File: src/rtl/sp_ctrl.sv
// Stack-pointer burst controller: sequences push/pop bursts against an external
// SP register, checks stack bounds per word, and raises sticky overflow/underflow flags.
module sp_ctrl #(
   parameter int unsigned         SP_WIDTH    = 32,
   parameter int unsigned         WORD_BYTES  = 4,
   parameter logic [SP_WIDTH-1:0] STACK_TOP   = 32'h0000_1000,
   parameter logic [SP_WIDTH-1:0] STACK_LIMIT = 32'h0000_0F00
) (
   input  logic                clk,
   input  logic                rstn,
   input  logic                req_valid,
   output logic                req_ready,
   input  logic                req_op,
   input  logic [3:0]          req_count,
   input  logic                sp_wr_valid,
   output logic                sp_wr_ready,
   input  logic [SP_WIDTH-1:0] sp_wr_data,
   input  logic [SP_WIDTH-1:0] sp_q,
   output logic [SP_WIDTH-1:0] sp_d,
   output logic                sp_en,
   output logic [SP_WIDTH-1:0] mem_addr,
   output logic                mem_we,
   output logic                mem_re,
   output logic [3:0]          word_idx,
   output logic                done,
   output logic                err_ovf,
   output logic                err_unf,
   input  logic                err_clr
);

   typedef enum logic [1:0] {
      IDLE = 2'd0,
      PUSH = 2'd1,
      POP  = 2'd2,
      FIN  = 2'd3
   } state_t;

   // Bounds are compared one bit wider than the SP so neither side can wrap.
   localparam logic [SP_WIDTH:0]   STEP_EXT = (SP_WIDTH+1)'(WORD_BYTES);
   localparam logic [SP_WIDTH:0]   PUSH_MIN = {1'b0, STACK_LIMIT} + STEP_EXT;
   localparam logic [SP_WIDTH:0]   POP_MAX  = {1'b0, STACK_TOP};
   localparam logic [SP_WIDTH-1:0] STEP     = SP_WIDTH'(WORD_BYTES);

   state_t     state;
   state_t     state_next;
   logic [3:0] remain;
   logic [3:0] remain_next;
   logic [3:0] idx;
   logic [3:0] idx_next;
   logic       ovf_flag;
   logic       unf_flag;
   logic       ovf_set;
   logic       unf_set;
   logic       push_ok;
   logic       pop_ok;

   assign push_ok = ({1'b0, sp_q} >= PUSH_MIN);
   assign pop_ok  = (({1'b0, sp_q} + STEP_EXT) <= POP_MAX);

   // Next-state and per-cycle strobes; everything is forced low while in reset.
   always_comb begin
      state_next  = state;
      remain_next = remain;
      idx_next    = idx;
      req_ready   = 1'b0;
      sp_wr_ready = 1'b0;
      sp_d        = '0;
      sp_en       = 1'b0;
      mem_addr    = '0;
      mem_we      = 1'b0;
      mem_re      = 1'b0;
      word_idx    = 4'd0;
      done        = 1'b0;
      ovf_set     = 1'b0;
      unf_set     = 1'b0;
      if (!rstn) begin
         state_next  = IDLE;
         remain_next = 4'd0;
         idx_next    = 4'd0;
      end else begin
         case (state)
            IDLE: begin
               sp_wr_ready = 1'b1;
               req_ready   = !sp_wr_valid;
               if (sp_wr_valid) begin
                  sp_d  = sp_wr_data;
                  sp_en = 1'b1;
               end else if (req_valid) begin
                  remain_next = req_count;
                  idx_next    = 4'd0;
                  if (req_count == 4'd0) begin
                     state_next = FIN;
                  end else if (req_op) begin
                     state_next = POP;
                  end else begin
                     state_next = PUSH;
                  end
               end else begin
                  state_next = IDLE;
               end
            end
            PUSH: begin
               if (push_ok) begin
                  mem_addr    = sp_q - STEP;
                  mem_we      = 1'b1;
                  sp_d        = sp_q - STEP;
                  sp_en       = 1'b1;
                  word_idx    = idx;
                  remain_next = remain - 4'd1;
                  idx_next    = idx + 4'd1;
                  state_next  = (remain == 4'd1) ? FIN : PUSH;
               end else begin
                  ovf_set     = 1'b1;
                  remain_next = 4'd0;
                  state_next  = FIN;
               end
            end
            POP: begin
               if (pop_ok) begin
                  mem_addr    = sp_q;
                  mem_re      = 1'b1;
                  sp_d        = sp_q + STEP;
                  sp_en       = 1'b1;
                  word_idx    = idx;
                  remain_next = remain - 4'd1;
                  idx_next    = idx + 4'd1;
                  state_next  = (remain == 4'd1) ? FIN : POP;
               end else begin
                  unf_set     = 1'b1;
                  remain_next = 4'd0;
                  state_next  = FIN;
               end
            end
            FIN: begin
               done        = 1'b1;
               remain_next = 4'd0;
               state_next  = IDLE;
            end
            default: begin
               state_next  = IDLE;
               remain_next = 4'd0;
               idx_next    = 4'd0;
            end
         endcase
      end
   end

   // State, counters and sticky error flags; a set beats a same-cycle clear.
   always_ff @(posedge clk) begin
      if (!rstn) begin
         state    <= IDLE;
         remain   <= 4'd0;
         idx      <= 4'd0;
         ovf_flag <= 1'b0;
         unf_flag <= 1'b0;
      end else begin
         state    <= state_next;
         remain   <= remain_next;
         idx      <= idx_next;
         ovf_flag <= ovf_set | (ovf_flag & ~err_clr);
         unf_flag <= unf_set | (unf_flag & ~err_clr);
      end
   end

   assign err_ovf = rstn & ovf_flag;
   assign err_unf = rstn & unf_flag;

endmodule
File: config.mk
export PLATFORM = sky130hd
export DESIGN_NAME = sp_ctrl
export DESIGN_NICKNAME = d
export VERILOG_FILES = /design/src/rtl/sp_ctrl.sv
export SDC_FILE = /design/constraint.sdc
export NUM_CORES = 1
export LEC_CHECK = 0
export CAP_MARGIN = 30
export CORE_AREA = 5 5 119 87
export DETAILED_ROUTE_END_ITERATION = 10
export DIE_AREA = 0 0 124 92
export PLACE_DENSITY = 0.71
export SETUP_SLACK_MARGIN = 0.02
export SLEW_MARGIN = 20
export SYNTH_ARGS = -nofsm -noshare
export SYNTH_HDL_FRONTEND = slang
export SYNTH_SLANG_ARGS = --single-unit
File: constraint.sdc
create_clock -name clk -period 5.4 [get_ports clk]
set_input_delay 1.08 -clock clk [delete_from_list [all_inputs] [get_ports clk]]
set_output_delay 1.08 -clock clk [all_outputs]
set_load 0.02 [all_outputs]
==> results.txt <==
The run gives 0 as the number of nets still failing antenna checks after routing. Across every metal layer, demand over resource in global routing totals 23.7%. At the worst endpoint, the arrival time is 4210 ps. The share of the synthesized area in the top cell type was 8.96%.

The worst IR drop on VDD is 0.000154 V, and the filler cell count in the final layout is 871. The post-route fraction of the period consumed by the critical path came out at 97.9%. The height of the die works out to 92 um. Port buffer count: 149. Of all nets on the critical path, the largest fanout is 7.

The ratio of cells with drive above 1 in the final layout was 23.8%. The endpoint kind of the worst setup timing path was an output pin. The fraction of synthesis flops using an asynchronous set or reset pin is 0%, and the yosys synthesis warning count is 0. The H-tree depth reported by CTS is 1, and the effective utilization at floorplan is 34.6%. The run gives 8960 um^2 as the area of the core. 0 antenna diodes ended up in the layout. The number of instances in the synthesized netlist is 488. Data on the critical path is required at its endpoint by 4320 ps. For the achievable frequency, the log shows 189 MHz.

The worst setup path is of the input pin to output pin kind. The power after layout was 1.05 mW. The remaining design rule violation count came out at 0. The run gives 240 ps as the clock insertion delay at the later pin of the skew report. Wire length per cell: 17.6 um.

In the final layout, flip-flops and latches occupy 240 um^2. The clock arrives with 3.79 ps of skew. The area of the multi-input gates came out at 2750 um^2. For this run the aggregate overflow at the end of global routing stands at 0. The logs give 33 for the pin count of the biggest net entering global routing and 29 for the number of standard-cell rows in the floorplan.

The total non-filler cell area in the finished layout was 5320 um^2. The logs give 4529 for the via total after detailed routing and 2 for the maximum count of clock buffers along a single path. Buffers inserted during clock tree synthesis total 3. The largest single stage delay on the critical path is 570 ps.

The logs give 11400 um^2 for the area of the die and 0 for the max capacitance violation total. By area the synthesized netlist is led by sky130_fd_sc_hd__nor2_1 9.0%, sky130_fd_sc_hd__dfxtp_1 7.8%, sky130_fd_sc_hd__xnor2_1 6.2%, sky130_fd_sc_hd__xor2_1 5.4%, sky130_fd_sc_hd__nand2_1 5.1%. For the pin with the worst max-slew slack, the measured transition is 606 ps. For the final number of hold-violating endpoints, the log shows 0. The tools report the normalized max-slew margin as 59.6%.

The mean instance size in the synthesized netlist came out at 6.35 um^2. The run gives 11.7 mm as the detailed placer's ending HPWL. The minimum clock period works out to 5290 ps. The netlist uses 60 different library cells. The number of pins with negative max-slew slack in the final report was 0; the final weighted congestion in routability-driven placement was 0.895. The slowest stage of the critical path is the sky130_fd_sc_hd__or4_4 cell. For the CTS sink count, the log shows 12.

The critical path startpoint category is an input pin. The via count of the first global-routing pass was 4339; the detail-routed via count per cell was 5.60. The die is 124 um wide. The signed area change from the synthesized netlist to the final layout was 71.7%. TritonCTS built the clock tree. For this design the static power due to leakage is 2.35 nW. Setup violations remaining at the end of the flow were counted as 0.

The cell area after synthesis was 3100 um^2; the number of synthesized flops with an enable pin was 0. For the number of primary I/O pins, the log shows 150. The run finished with clean final reports. Counting every net in the synthesized netlist gives 574. Sequential elements use 7.75% of the synthesized area. The synthesized design spends more area on one cell type than any other, namely sky130_fd_sc_hd__nor2_1. The aggregate routed wire length was 14.2 mm; the number of synthesized register bits was 12. The first global-routing pass estimated 22.3 mm of wire. The signal on the critical path passes through clkdlybuf4s15_1 -> nand3_2 -> or4_4 -> buf_4 -> nor4_4 -> mux2_4 -> or4_4 -> nor4b_4 -> buf_6 -> buf_6 -> inv_2 -> a31oi_2 -> buf_4. The clock slew seen by the registers of the worst setup and hold paths works out to 40 ps. Summing all placed instances gives a cell area of 5260 um^2. For this run, the detailed router's first-pass iteration total came to 5. The count of nets after finishing came out at 772. The min-delay analysis places its worst path in the category flop to flop. The violation count after the first detailed-routing iteration is 406.

Setup repair after global routing could not meet its margin everywhere. Number of antenna violations at the first check in global routing: 0. For this run, the leading register cell type out of synthesis is sky130_fd_sc_hd__dfxtp_1. The tree is rooted in a sky130_fd_sc_hd__clkbuf_16. For this design the ratio of total power to cell area is 197 nW/um^2.
worst paths after layout:
path	start	endpoint	slack (ps)	depth (start not counted)
setup reg to reg	state[0]	idx[2]	3210	7
hold reg to reg	unf_flag	unf_flag	470	2
setup / recovery	sp_q[21]	mem_addr[8]	110	13
hold / removal	unf_flag	unf_flag	470	2
layout make-up:
class	count	area share, %
clock buffers	4	1.67
repair buffers	241	38.3
flip-flops and latches	12	4.51
inverters	13	0.917
multi-input cells	415	51.6
well taps	124	2.92
stage by stage:
step | std cells | hold slack [ps] | TNS (ps) | worst slack, ps | utilization, %
finish | 809 | 472 | 0 | 111 | 59.4
global route | 809 | 489 | 0 | 4.35 | 59.4
CTS | 809 | 472 | 0 | 21.9 | 58.8
detailed placement | 802 | 464 | -24340 | -687 | 58.7
global placement | 802 | 465 | -21090 | -603 | 58.7
floorplan | 488 | 451 | 0 | 23.8 | -
Yosys cell counts (9+ instances only):
cell / count
sky130_fd_sc_hd__nor2b_1: 11
sky130_fd_sc_hd__nor4_1: 10
sky130_fd_sc_hd__xnor2_1: 22
sky130_fd_sc_hd__nand3_1: 17
sky130_fd_sc_hd__and3_1: 17
sky130_fd_sc_hd__or4_1: 9
sky130_fd_sc_hd__nand2_1: 42
sky130_fd_sc_hd__a21oi_1: 18
sky130_fd_sc_hd__clkbuf_1: 39
sky130_fd_sc_hd__nor3_1: 18
sky130_fd_sc_hd__o21ai_0: 18
sky130_fd_sc_hd__nor2_1: 74
sky130_fd_sc_hd__a22oi_1: 20
sky130_fd_sc_hd__xor2_1: 19
sky130_fd_sc_hd__nand2b_1: 9
sky130_fd_sc_hd__inv_1: 12
sky130_fd_sc_hd__dfxtp_1: 12
sky130_fd_sc_hd__ha_1: 12
sky130_fd_sc_hd__and2_1: 9
layout by cell type, fill, tap and decap left out, drive strengths merged, types with 3 or more instances in the layout:
cell type | netlist | routed
nor2 | 74 | 74
a21oi | 18 | 18
o31ai | 3 | 3
nand3 | 17 | 17
xor2 | 19 | 19
a32o | 3 | 3
xnor2 | 22 | 22
or4 | 10 | 10
o22ai | 4 | 4
a21boi | 3 | 3
buf | 9 | 123
a31oi | 8 | 8
a22oi | 20 | 20
nand2b | 9 | 9
nor2b | 11 | 11
clkdlybuf4s50 | 0 | 61
or2 | 3 | 3
ha | 12 | 12
clkdlybuf4s15 | 0 | 4
inv | 13 | 13
nand2 | 42 | 42
clkbuf | 39 | 5
and2 | 10 | 10
o31a | 3 | 3
and3 | 17 | 17
and4 | 4 | 4
a211oi | 3 | 3
o21ai | 18 | 18
dlygate4sd2 | 0 | 52
a222oi | 7 | 7
nor4 | 11 | 11
nand4 | 9 | 9
or3 | 8 | 8
dfxtp | 12 | 12
nor3 | 18 | 18
power breakdown:
part           switching (mW)  internal, mW
clock network          0.0430         0.112
registers              0.0241         0.112
logic                   0.438         0.320
flip-flops by register name, indices dropped and copies added (netlist names):
register / flops
idx: 4
ovf_flag: 1
remain: 4
state: 2
unf_flag: 1
critical path: cells and delay by family:
| family | cells | cell delay (ps) |
|---|---|---|
| compound gates | 1 | 210 |
| mux | 1 | 320 |
| buf+inv | 6 | 900 |
| simple gates | 5 | 1700 |
cells by family (layout without fill, tap and decap cells):
group / after synthesis / in the layout / share of synthesized area (%)
and+or+nand+nor: 252 / 252 / 42.3
AOI/OAI and AO/OA: 106 / 106 / 24.4
buffers and inverters: 61 / 258 / 7.71
xor gates and xnor gates: 41 / 41 / 11.6
adders and majority gates: 12 / 12 / 4.84
DFF: 12 / 12 / 7.75
muxes: 4 / 4 / 1.37
routing by layer:
metal  up-vias  part of all wire, %  GRT usage [%]
met5         -                    0              0
met4         0                  1.8           5.01
met3        21                   10           2.46
met2       230                   45           37.9
met1      2117                   44           34.4
li1       2161                    -              -
repair_timing:
| action | CTS | global route |
|---|---|---|
| pin swaps | 14 | 7 |
| resized for setup | 213 | 31 |
| setup buffers | 2 | 0 |
| hold endpoints to repair | 0 | 0 |
| gates cloned | 1 | 0 |
| hold buffers | 0 | 0 |
| setup endpoints to repair | 71 | 55 |
Power figures use the tool's default switching activity.
